[src/rtl/pong_pkg.sv]
// Types and playfield constants shared by the ball, renderer and AI paddle blocks.
// Lengths are in pixels; ball coordinates are 11-bit row/column values.
package pong_pkg;

  typedef enum logic [2:0] {
    ST_IDLE,
    ST_ARMED,
    ST_SAMPLE,
    ST_PREDICT,
    ST_TRACK
  } ai_state_t;

  localparam int NET_COL_DEF    = 390;
  localparam int REACH_DEF      = 380;
  localparam int SCREEN_H_DEF   = 474;
  localparam int PADDLE_MAX_DEF = 395;
  localparam int CENTER_DEF     = 240;

  function automatic logic [11:0] clamp_hi(input logic [11:0] value, input logic [11:0] limit);
    return (value > limit) ? limit : value;
  endfunction

endpackage

[src/rtl/ai_intercept_calc.sv]
// Combinational intercept predictor: two ball rows sampled one column apart give the
// row where the ball reaches the AI paddle, with at most one wall reflection, clamped.
module ai_intercept_calc
  import pong_pkg::*;
#(
  parameter int REACH      = REACH_DEF,
  parameter int SCREEN_H   = SCREEN_H_DEF,
  parameter int PADDLE_MAX = PADDLE_MAX_DEF
) (
  input  logic [10:0] i_v0,
  input  logic [10:0] i_v1,
  output logic [8:0]  o_pred
);

  localparam logic [11:0] C_REACH  = 12'(REACH);
  localparam logic [11:0] C_H      = 12'(SCREEN_H);
  localparam logic [11:0] C_TWO_H  = 12'(2 * SCREEN_H);
  localparam logic [11:0] C_MAX    = 12'(PADDLE_MAX);

  logic [11:0] w_v0;
  logic [11:0] w_v1;
  logic [11:0] w_t;
  logic [11:0] w_down;
  logic [11:0] w_up;
  logic [11:0] w_raw;

  assign w_v0 = {1'b0, i_v0};
  assign w_v1 = {1'b0, i_v1};
  assign w_t  = w_v1 + C_REACH;

  // Past a full double height the single-bounce model no longer holds; pin to row 0.
  assign w_down = (w_t <= C_H)     ? w_t :
                  (w_t > C_TWO_H)  ? 12'd0 : (C_TWO_H - w_t);
  assign w_up   = (w_v1 >= C_REACH) ? (w_v1 - C_REACH) : (C_REACH - w_v1);

  assign w_raw  = (w_v1 > w_v0) ? w_down :
                  (w_v1 < w_v0) ? w_up   : w_v1;

  assign o_pred = 9'(clamp_hi(w_raw, C_MAX));

endmodule

[src/rtl/ai_paddle_scheduler.sv]
// Computer paddle sequencer: watches the ball cross the net, loads a predicted
// intercept as TARGET and slews the paddle toward it one STEP per tick.
module ai_paddle_scheduler
  import pong_pkg::*;
#(
  parameter int NET_COL    = NET_COL_DEF,
  parameter int REACH      = REACH_DEF,
  parameter int SCREEN_H   = SCREEN_H_DEF,
  parameter int PADDLE_MAX = PADDLE_MAX_DEF,
  parameter int CENTER     = CENTER_DEF,
  parameter int TICK_DIV   = 500000,
  parameter int STEP       = 1
) (
  input  logic        CLOCK,
  input  logic        RESET,
  input  logic        ENABLE,
  input  logic [10:0] BALL_H,
  input  logic [10:0] BALL_V,
  output logic [8:0]  TARGET,
  output logic        PRED_VALID,
  output logic        MOVING,
  output logic [7:0]  POSITION
);

  localparam int          CW          = $clog2(TICK_DIV);
  localparam logic [CW-1:0] C_TICK_LAST = CW'(TICK_DIV - 1);
  localparam logic [10:0] C_NET       = 11'(NET_COL);
  localparam logic [10:0] C_NET_P1    = 11'(NET_COL + 1);
  localparam logic [10:0] C_NET_M1    = 11'(NET_COL - 1);
  localparam logic [8:0]  C_CENTER    = 9'(CENTER);
  localparam logic [8:0]  C_STEP      = 9'(STEP);

  ai_state_t     r_state;
  ai_state_t     w_state_next;
  logic [CW-1:0] r_cnt;
  logic [8:0]    r_paddle;
  logic [8:0]    w_paddle_next;
  logic [8:0]    r_target;
  logic [8:0]    w_target_next;
  logic [10:0]   r_v0;
  logic [10:0]   w_v0_next;
  logic [10:0]   r_v1;
  logic [10:0]   w_v1_next;
  logic          r_pred_valid;
  logic          w_pred_valid_next;
  logic          r_moving;
  logic          w_moving_next;
  logic          w_tick;
  logic [8:0]    w_pred;

  ai_intercept_calc #(
    .REACH      (REACH),
    .SCREEN_H   (SCREEN_H),
    .PADDLE_MAX (PADDLE_MAX)
  ) u_calc (
    .i_v0   (r_v0),
    .i_v1   (r_v1),
    .o_pred (w_pred)
  );

  assign w_tick = (r_cnt == C_TICK_LAST);

  always_ff @(posedge CLOCK or posedge RESET) begin
    if (RESET) begin
      r_cnt        <= '0;
      r_state      <= ST_IDLE;
      r_paddle     <= C_CENTER;
      r_target     <= C_CENTER;
      r_v0         <= '0;
      r_v1         <= '0;
      r_pred_valid <= 1'b0;
      r_moving     <= 1'b0;
    end else begin
      r_cnt        <= w_tick ? '0 : r_cnt + 1'b1;
      r_state      <= w_state_next;
      r_paddle     <= w_paddle_next;
      r_target     <= w_target_next;
      r_v0         <= w_v0_next;
      r_v1         <= w_v1_next;
      r_pred_valid <= w_pred_valid_next;
      r_moving     <= w_moving_next;
    end
  end

  always_comb begin
    w_state_next      = r_state;
    w_target_next     = r_target;
    w_v0_next         = r_v0;
    w_v1_next         = r_v1;
    w_pred_valid_next = 1'b0;
    if (!ENABLE) begin
      w_state_next = ST_IDLE;
    end else begin
      case (r_state)
        ST_IDLE: w_state_next = ST_ARMED;
        ST_ARMED: begin
          w_target_next = C_CENTER;
          if (BALL_H == C_NET) begin
            w_v0_next    = BALL_V;
            w_state_next = ST_SAMPLE;
          end
        end
        ST_SAMPLE: begin
          if (BALL_H == C_NET_P1) begin
            w_v1_next    = BALL_V;
            w_state_next = ST_PREDICT;
          end else if (BALL_H == C_NET_M1) begin
            w_state_next = ST_ARMED;
          end
        end
        ST_PREDICT: begin
          w_target_next     = w_pred;
          w_pred_valid_next = 1'b1;
          w_state_next      = ST_TRACK;
        end
        ST_TRACK: begin
          if (BALL_H == C_NET_M1) w_state_next = ST_ARMED;
        end
        default: w_state_next = ST_IDLE;
      endcase
    end

    // Slew toward the TARGET held before this cycle's update; snap when within STEP.
    w_paddle_next = r_paddle;
    if (ENABLE && (r_state != ST_IDLE) && w_tick) begin
      if (r_target > r_paddle)
        w_paddle_next = ((r_target - r_paddle) < C_STEP) ? r_target : r_paddle + C_STEP;
      else if (r_target < r_paddle)
        w_paddle_next = ((r_paddle - r_target) < C_STEP) ? r_target : r_paddle - C_STEP;
    end

    w_moving_next = (w_paddle_next != w_target_next) && (w_state_next != ST_IDLE);
  end

  assign TARGET     = r_target;
  assign PRED_VALID = r_pred_valid;
  assign MOVING     = r_moving;
  assign POSITION   = r_paddle[8:1];

endmodule
[config.mk]
export PLATFORM = sky130hd
export DESIGN_NAME = ai_paddle_scheduler
export DESIGN_NICKNAME = d
export VERILOG_FILES = /design/src/rtl/pong_pkg.sv /design/src/rtl/ai_intercept_calc.sv /design/src/rtl/ai_paddle_scheduler.sv
export SDC_FILE = /design/constraint.sdc
export NUM_CORES = 1
export LEC_CHECK = 0
export BUFFER_PORTS_ARGS = -buffer_cell sky130_fd_sc_hd__buf_4
export CORE_MARGIN = 5
export CORE_UTILIZATION = 30
export DETAILED_ROUTE_END_ITERATION = 10
export PLACE_DENSITY_LB_ADDON = 0.1
export SLEW_MARGIN = 20
export SYNTH_ARGS = -nofsm -noshare
export SYNTH_HDL_FRONTEND = slang
export SYNTH_SLANG_ARGS = --single-unit
[constraint.sdc]
create_clock -name CLOCK -period 4.9 [get_ports CLOCK]
set_input_delay 0.98 -clock CLOCK [delete_from_list [all_inputs] [get_ports CLOCK]]
set_output_delay 0.98 -clock CLOCK [all_outputs]
set_load 0.01 [all_outputs]
# Word level (Yosys, flattened, before mapping)
# Index checks and enable logic that the tools add are counted.
totals:
  wordCells: 65
  reg_bits: 64
  output_inout_bits: 19
  input_bits: 25
classes:
  reduce_logical: 8
  n_mux: 21
  eq_ne: 9
  order_cmp: 10
  add_sub_neg: 9
ops:
  columns: ["operator", "count"]
  rows:
  - ["2-to-1 mux 9 bit", 7]
  - ["2-to-1 mux 12 bit", 5]
  - ["equality test 11 x 9 -> 1 bit (second input constant)", 3]
  - ["adder 19 x 1 -> 19 bit (second input constant)", 1]
  - ["equality test 19 bit (second input constant)", 1]
  - ["2-to-1 mux 19 bit", 1]
  - ["less-than comparator 9 x 1 -> 1 bit (second input constant)", 2]
  - ["one-hot mux 9 bit (2 select lines)", 1]
  - ["subtractor 9 bit", 2]
  - ["one-hot mux 3 bit (5 select lines)", 1]
  - ["adder 11 x 9 -> 12 bit (second input constant)", 1]
  - ["> comparator 12 x 10 -> 1 bit (second input constant)", 1]
  - ["> comparator 12 x 9 -> 1 bit (second input constant)", 1]
  - ["<= comparator 12 x 9 -> 1 bit (second input constant)", 1]
  - ["2-to-1 mux 3 bit", 4]
  - ["subtractor 10 x 12 -> 12 bit (first input constant)", 1]
  - ["subtractor 11 x 9 -> 12 bit (second input constant)", 1]
  - ["subtractor 9 x 11 -> 12 bit (first input constant)", 1]
  - [">= comparator 11 x 9 -> 1 bit (second input constant)", 1]
  - ["> comparator 11 bit", 1]
  - ["less-than comparator 11 bit", 1]
  - ["adder 9 x 1 -> 9 bit (second input constant)", 1]
  - ["> comparator 9 bit", 1]
  - ["less-than comparator 9 bit", 1]
  - ["other kinds (10)", 16]

# Logic depth before layout (Yosys ltp)
depth:
  depth_word: 11
  mapped_depth: 17
  mapped_depth_nobuf: 15

# Modules after synthesis
# From an unflattened synthesis, not the netlist that was laid out.
hier_totals:
  cells_unflattened: 761
  hier_area_um2: 6354.8
by_module_without_submodules:
  columns: ["module", "instances", "seq_area_each_um2", "cells_per_inst", "area_each_um2"]
  rows:
  - ["ai_paddle_scheduler", 1, 1611.5, 513, 4678.2]
  - ["ai_intercept_calc", 1, 0.0, 248, 1676.6]

# Worst setup path after synthesis
# OpenSTA, ideal clock, no wires.
synth_timing:
  path_type: "reg-to-reg"
  from: "reg r_v1[2]"
  to: "reg r_moving, in the netlist MOVING"
  setup_ns: 0.126
  synth_period_minus_slack_ns: 3.800
  t_required_ns: 4.774
  path_stages_with_launch: 17
  path_buffers: 2
  slack_ns: 1.100
  t_arrival_ns: 3.673
  path_cell_list: "dfrtp_1 clkbuf_1 inv_1 ha_1 buf_2 or4b_1 and3_1 a221o_1 o21a_1 nand2_1 o221ai_1 nor4b_1 nor2_1 a211o_1 xor2_1 nor4b_2 a21oi_1"
synth_via:
  elab_chain_cells: 11
  elab_cells_between_ends: 20
  cone_classes: "add/sub (4); order compare (6); eq/ne (1); mux (8); reduce/logical (1)"
synth_rtl:
  columns: ["item", "line_no", "rtl"]
  rows:
  - ["start, declared", "ai_paddle_scheduler.sv:42", "logic [10:0] r_v1;"]
  - ["start signal, assigned", "ai_paddle_scheduler.sv:79", "r_v1 <= w_v1_next;"]
  - ["adder 11 x 9 -> 12 bit", "ai_intercept_calc.sv:29", "assign w_t = w_v1 + C_REACH;"]
  - ["subtractor 10 x 12 -> 12 bit or > comparator 12 x 10 -> 1 bit (tied branches)", "ai_intercept_calc.sv:33", "(w_t > C_TWO_H) ? 12'd0 : (C_TWO_H - w_t);"]
  - ["2-to-1 mux 12 bit", "ai_intercept_calc.sv:33", null]
  - ["2-to-1 mux 12 bit", "ai_intercept_calc.sv:32", "assign w_down = (w_t <= C_H) ? w_t :"]
  - ["2-to-1 mux 12 bit *", "ai_intercept_calc.sv:36", "assign w_raw = (w_v1 > w_v0) ? w_down :"]
  - ["> comparator 12 x 9 -> 1 bit", "pong_pkg.sv:20", "return (value > limit) ? limit : value;"]
  - ["2-to-1 mux 9 bit *", "pong_pkg.sv:20", null]
  - ["one-hot mux 9 bit (2 select lines) *", "ai_paddle_scheduler.sv:94", "case (r_state)"]
  - ["2-to-1 mux 9 bit *", "ai_paddle_scheduler.sv:91", "if (!ENABLE) begin"]
  - ["named net w_target_next[1]", "ai_paddle_scheduler.sv:39", "logic [8:0] w_target_next;"]
  - ["!= test 9 bit *", "ai_paddle_scheduler.sv:132", "w_moving_next = (w_paddle_next != w_target_next) && (w_state_next != ST_IDLE);"]
  - ["logical AND 1 bit *", "ai_paddle_scheduler.sv:132", null]
  - ["named net w_moving_next", "ai_paddle_scheduler.sv:47", "logic w_moving_next;"]
  - ["end signal, assigned", "ai_paddle_scheduler.sv:81", "r_moving <= w_moving_next;"]
  - ["end, declared", "ai_paddle_scheduler.sv:46", "logic r_moving;"]
# The timed path passes the listed nets; every way through them passes the cells marked *.
# A chain may end at the register's enable or synchronous reset.

# Final worst setup path
layout_timing:
  from: "reg r_v1[2]"
  to: "reg r_moving, in the netlist MOVING"
layout_via:
  elab_chain_cells: 11
  elab_cells_between_ends: 20
  cone_classes: "add/sub (4); order compare (6); eq/ne (1); mux (8); reduce/logical (1)"
layout_rtl:
  columns: ["item", "line_no"]
  rows:
  - ["adder 11 x 9 -> 12 bit", "ai_intercept_calc.sv:29"]
  - ["subtractor 10 x 12 -> 12 bit or > comparator 12 x 10 -> 1 bit (tied branches)", "ai_intercept_calc.sv:33"]
  - ["2-to-1 mux 12 bit", "ai_intercept_calc.sv:33"]
  - ["2-to-1 mux 12 bit", "ai_intercept_calc.sv:32"]
  - ["2-to-1 mux 12 bit *", "ai_intercept_calc.sv:36"]
  - ["> comparator 12 x 9 -> 1 bit", "pong_pkg.sv:20"]
  - ["2-to-1 mux 9 bit *", "pong_pkg.sv:20"]
  - ["one-hot mux 9 bit (2 select lines) *", "ai_paddle_scheduler.sv:94"]
  - ["2-to-1 mux 9 bit *", "ai_paddle_scheduler.sv:91"]
  - ["!= test 9 bit *", "ai_paddle_scheduler.sv:132"]
  - ["logical AND 1 bit *", "ai_paddle_scheduler.sv:132"]
  - ["named net w_moving_next", "ai_paddle_scheduler.sv:47"]
# Marked as above.

==> impl_results.md <==
* Synth warn at 0
* CP max stage delay at 0.54 ns
* Pins Over Slew Limit at 0
* Net Sw Frac at 22.3%
* Lkg Pwr at 2.99 nW
* Number of post-CTS setup repair buffers at 0
* CP Launch Type: flop
* Cell Chain, Critical Path: inv_1, ha_1, or4b_1, o22ai_1, o21a_1, nor3_1, a2111oi_0, nor3_1, nor4_2, o2111ai_1, mux2i_1, o21ai_1, nor4b_2, a21oi_1
* Largest net degree at the start of global routing at 41
* Fillers at 2058
* CTS tree: built
* Hold Vio Cnt, Final at 0
* Register area at 1610 µm²
* Max-cap viol count at 0
* Wire per inst at 17.9 µm
* Core Util, Final at 35.0%
* HP Class: flop to flop
* Post-cts resize count at 0
* Starting density of the core at 30.5%
* Tot GR Track Use at 16.5%
* DP HPWL at 14500 µm
* DRC viols at 0
* Worst Path Arrival at 4.77 ns
* Synth Area in Compound Gates at 23.9%
* Most frequent cells in the layout: nand2_1 (73), o21ai_0 (60), dfrtp_1 (56)
* Worst-Skew Late Latency at 0.33 ns
* Global-route wire length before repair at 29800 µm
* P_int at 0.920 mW
* Area Growth Syn to Fin at 14.6%
* Top FF cell, synth: dfrtp_1
* Clock transition at the registers of the reported paths at 0.06 ns
* Reg power frac at 44.9%
* Vias/cell at 5.55
* Sw Pwr at 0.264 mW
* Reg-to-reg endpoint: MOVING
* Placed inst area at 6520 µm²
* Drt first pass iters at 5
* Drt initial violations at 389
* Crit path capture: MOVING
* Syn nets at 798
* Critical path required time at 5.11 ns
* Clock power frac at 51.8%
* IO Pins at 44
* Root buf cell: clkbuf_16
* Core area at 19500 µm²
* DRT Wirelength at 18500 µm
* ANT cells at 0
* Multi-input gate area at 3980 µm²
* Post-synth EDFFs at 0
* Cells after Synth at 733
* Slew headroom at 50.5%
* Slowest CP cell: or4b_1
* Antenna violations before repair at 0
* TritonCTS Sinks at 64
* Comb pwr share at 3.2%
* Nets at 829
* Synth top area cells: dfrtp_1 (24%), ha_1 (8.0%), o21ai_0 (5.1%), nand2_1 (4.6%), xnor2_1 (3.8%)
* Synth Area in Adders at 8.67%
* # rows at 51
* Sequential share of the synthesized area at 27.1%
* R2r setup slk at 0.34 ns
* Type of the worst setup path: flop to flop
* Vias in the first global route at 5551
* Grt ovf at 0
* Via count at 5742
* Worst Skew at 0.00671 ns
* Clock tree buffer depth at 2
* Synth cell types at 75
* Asr flop ratio synth at 100%
* F_max at 219 MHz
* Mux share of post-synthesis cell area at 3.66%
* Post-synthesis register bit count at 64
* Crit Path Max Fanout at 10
* Port bufs at 43
* Power Density at 174 nW/µm²
* Top cell type's share of synthesized area at 23.6%
* Post-route cell area at 6810 µm²
* Hold buffer count at CTS at 0
* Placer Congestion at 0.925
* Largest family of logic cells by synthesized area: simple AND/OR/NAND/NOR gates
* Setup Viol. Count Final at 0
* Synth area leader: dfrtp_1
* Syn Area/Cell at 8.11 µm²
* Fin crit period at 4.56 ns
* Synth Area in Simple Gates at 24.3%
* Post-synthesis xor/xnor area fraction at 6.19%
* # H-tree levels at 3
* Crit path top cell by count: nor3_1
* Register-to-Register Path Depth at 14
* CTS Buf Count at 9
* Critical R2R Launch: r_v1[2]
* Actual slew at the worst max-slew pin at 0.742 ns
* Die Y at 151 µm
* RSZ-0062 raised after global routing: false
* Peak supply drop at 0.000126 V
* Netlist Area Pre-Place at 5950 µm²
* Layout cells sized above 1 at 13.4%
* Die W at 151 µm
* Crit end category: flop
* Worst setup path start: r_v1[2]
* Post-route ant nets at 0
* Die Area at 22700 µm²
* Crit share post-route at 93.1%
* Commonest non-fill, non-tap cell in the layout: nand2_1
* Status: completed
* TNS Setup at 0 ns
routing by layer:
| metal | share of wire [%] | vias up | routed length, µm | track usage [%] |
|---|---|---|---|---|
| li1 | - | 2768 | - | - |
| met1 | 47 | 2749 | 8610 | 22.8 |
| met2 | 46 | 188 | 8520 | 26.1 |
| met3 | 4.8 | 37 | 892 | 2.81 |
| met4 | 2.5 | 0 | 463 | 5.49 |
| met5 | 0 | - | 0 | 0 |
how the worst min path moves through the flow:
stage,to,depth (start not counted),startpoint,slack (ns)
3_3_place_gp,r_cnt[0],1,r_cnt[0],0.47
5_1_grt,r_cnt[0],1,r_cnt[0],0.49
4_1_cts,r_cnt[0],1,r_cnt[0],0.48
2_1_floorplan,r_cnt[0],1,r_cnt[0],0.45
6_report,r_cnt[0],1,r_cnt[0],0.47
3_5_place_dp,r_cnt[0],1,r_cnt[0],0.47
flip-flops by register name, summed over array words and instances (netlist names):
register	count
PRED_VALID	1
r_cnt	19
r_v0	11
r_v1	11
r_state	3
r_paddle	9
TARGET	9
MOVING	1
metrics by stage:
| stage | cells | hold slack, ns | worst slack (ns) | power, mW |
|---|---|---|---|---|
| 3_3_place_gp | 1018 | 0.470 | 0.344 | 0.580 |
| 3_5_place_dp | 1018 | 0.468 | 0.364 | 0.581 |
| 4_1_cts | 1034 | 0.476 | 0.354 | 1.21 |
| 6_report | 1034 | 0.474 | 0.337 | 1.18 |
| 5_1_grt | 1034 | 0.493 | 0.0746 | 1.24 |
| 2_1_floorplan | 733 | 0.447 | 1.10 | 0.556 |
layout make-up:
cell class / count / area share [%]
well taps: 265 / 4.87
clock inverters: 5 / 0.569
multi-input cells: 584 / 58.4
inverters: 50 / 2.75
flip-flops and latches: 64 / 23.7
repair buffers: 55 / 6.06
clock buffers: 11 / 3.71
synth_stat cells, types with 15 or more instances:
cell	instances
a21oi_1	31
clkbuf_1	20
dfrtp_1	56
ha_1	38
inv_1	50
mux2i_1	15
nand2_1	73
nand3_1	26
nand4_1	17
nor2_1	43
nor3_1	20
o21ai_0	60
xnor2_1	26
xor2_1	16
critical path, delay by kind of cell (launching register included):
family	cells	cell delay, ns
AOI/OAI and AO/OA	6	1.55
adders and majority gates	1	0.41
buffers and inverters	1	0.20
DFF	1	0.49
muxes	1	0.29
and+or+nand+nor	5	1.50
logic make-up after synthesis:
group / count (synthesis)
DFF: 64
AOI/OAI and AO/OA: 210
and+or+nand+nor: 271
buffers and inverters: 85
muxes: 21
adders and majority gates: 40
xor gates and xnor gates: 42
power by group through the flow:
stage          Combinational [mW]  Sequential, mW  Clock [mW]
3_5_place_dp               0.0395           0.541           0
5_1_grt                    0.0443           0.532       0.664
6_report                   0.0382           0.532       0.614
2_1_floorplan              0.0155           0.540           0
3_3_place_gp               0.0389           0.541           0
4_1_cts                    0.0396           0.532       0.638
No activity file was read; power rests on OpenSTA's default activity.
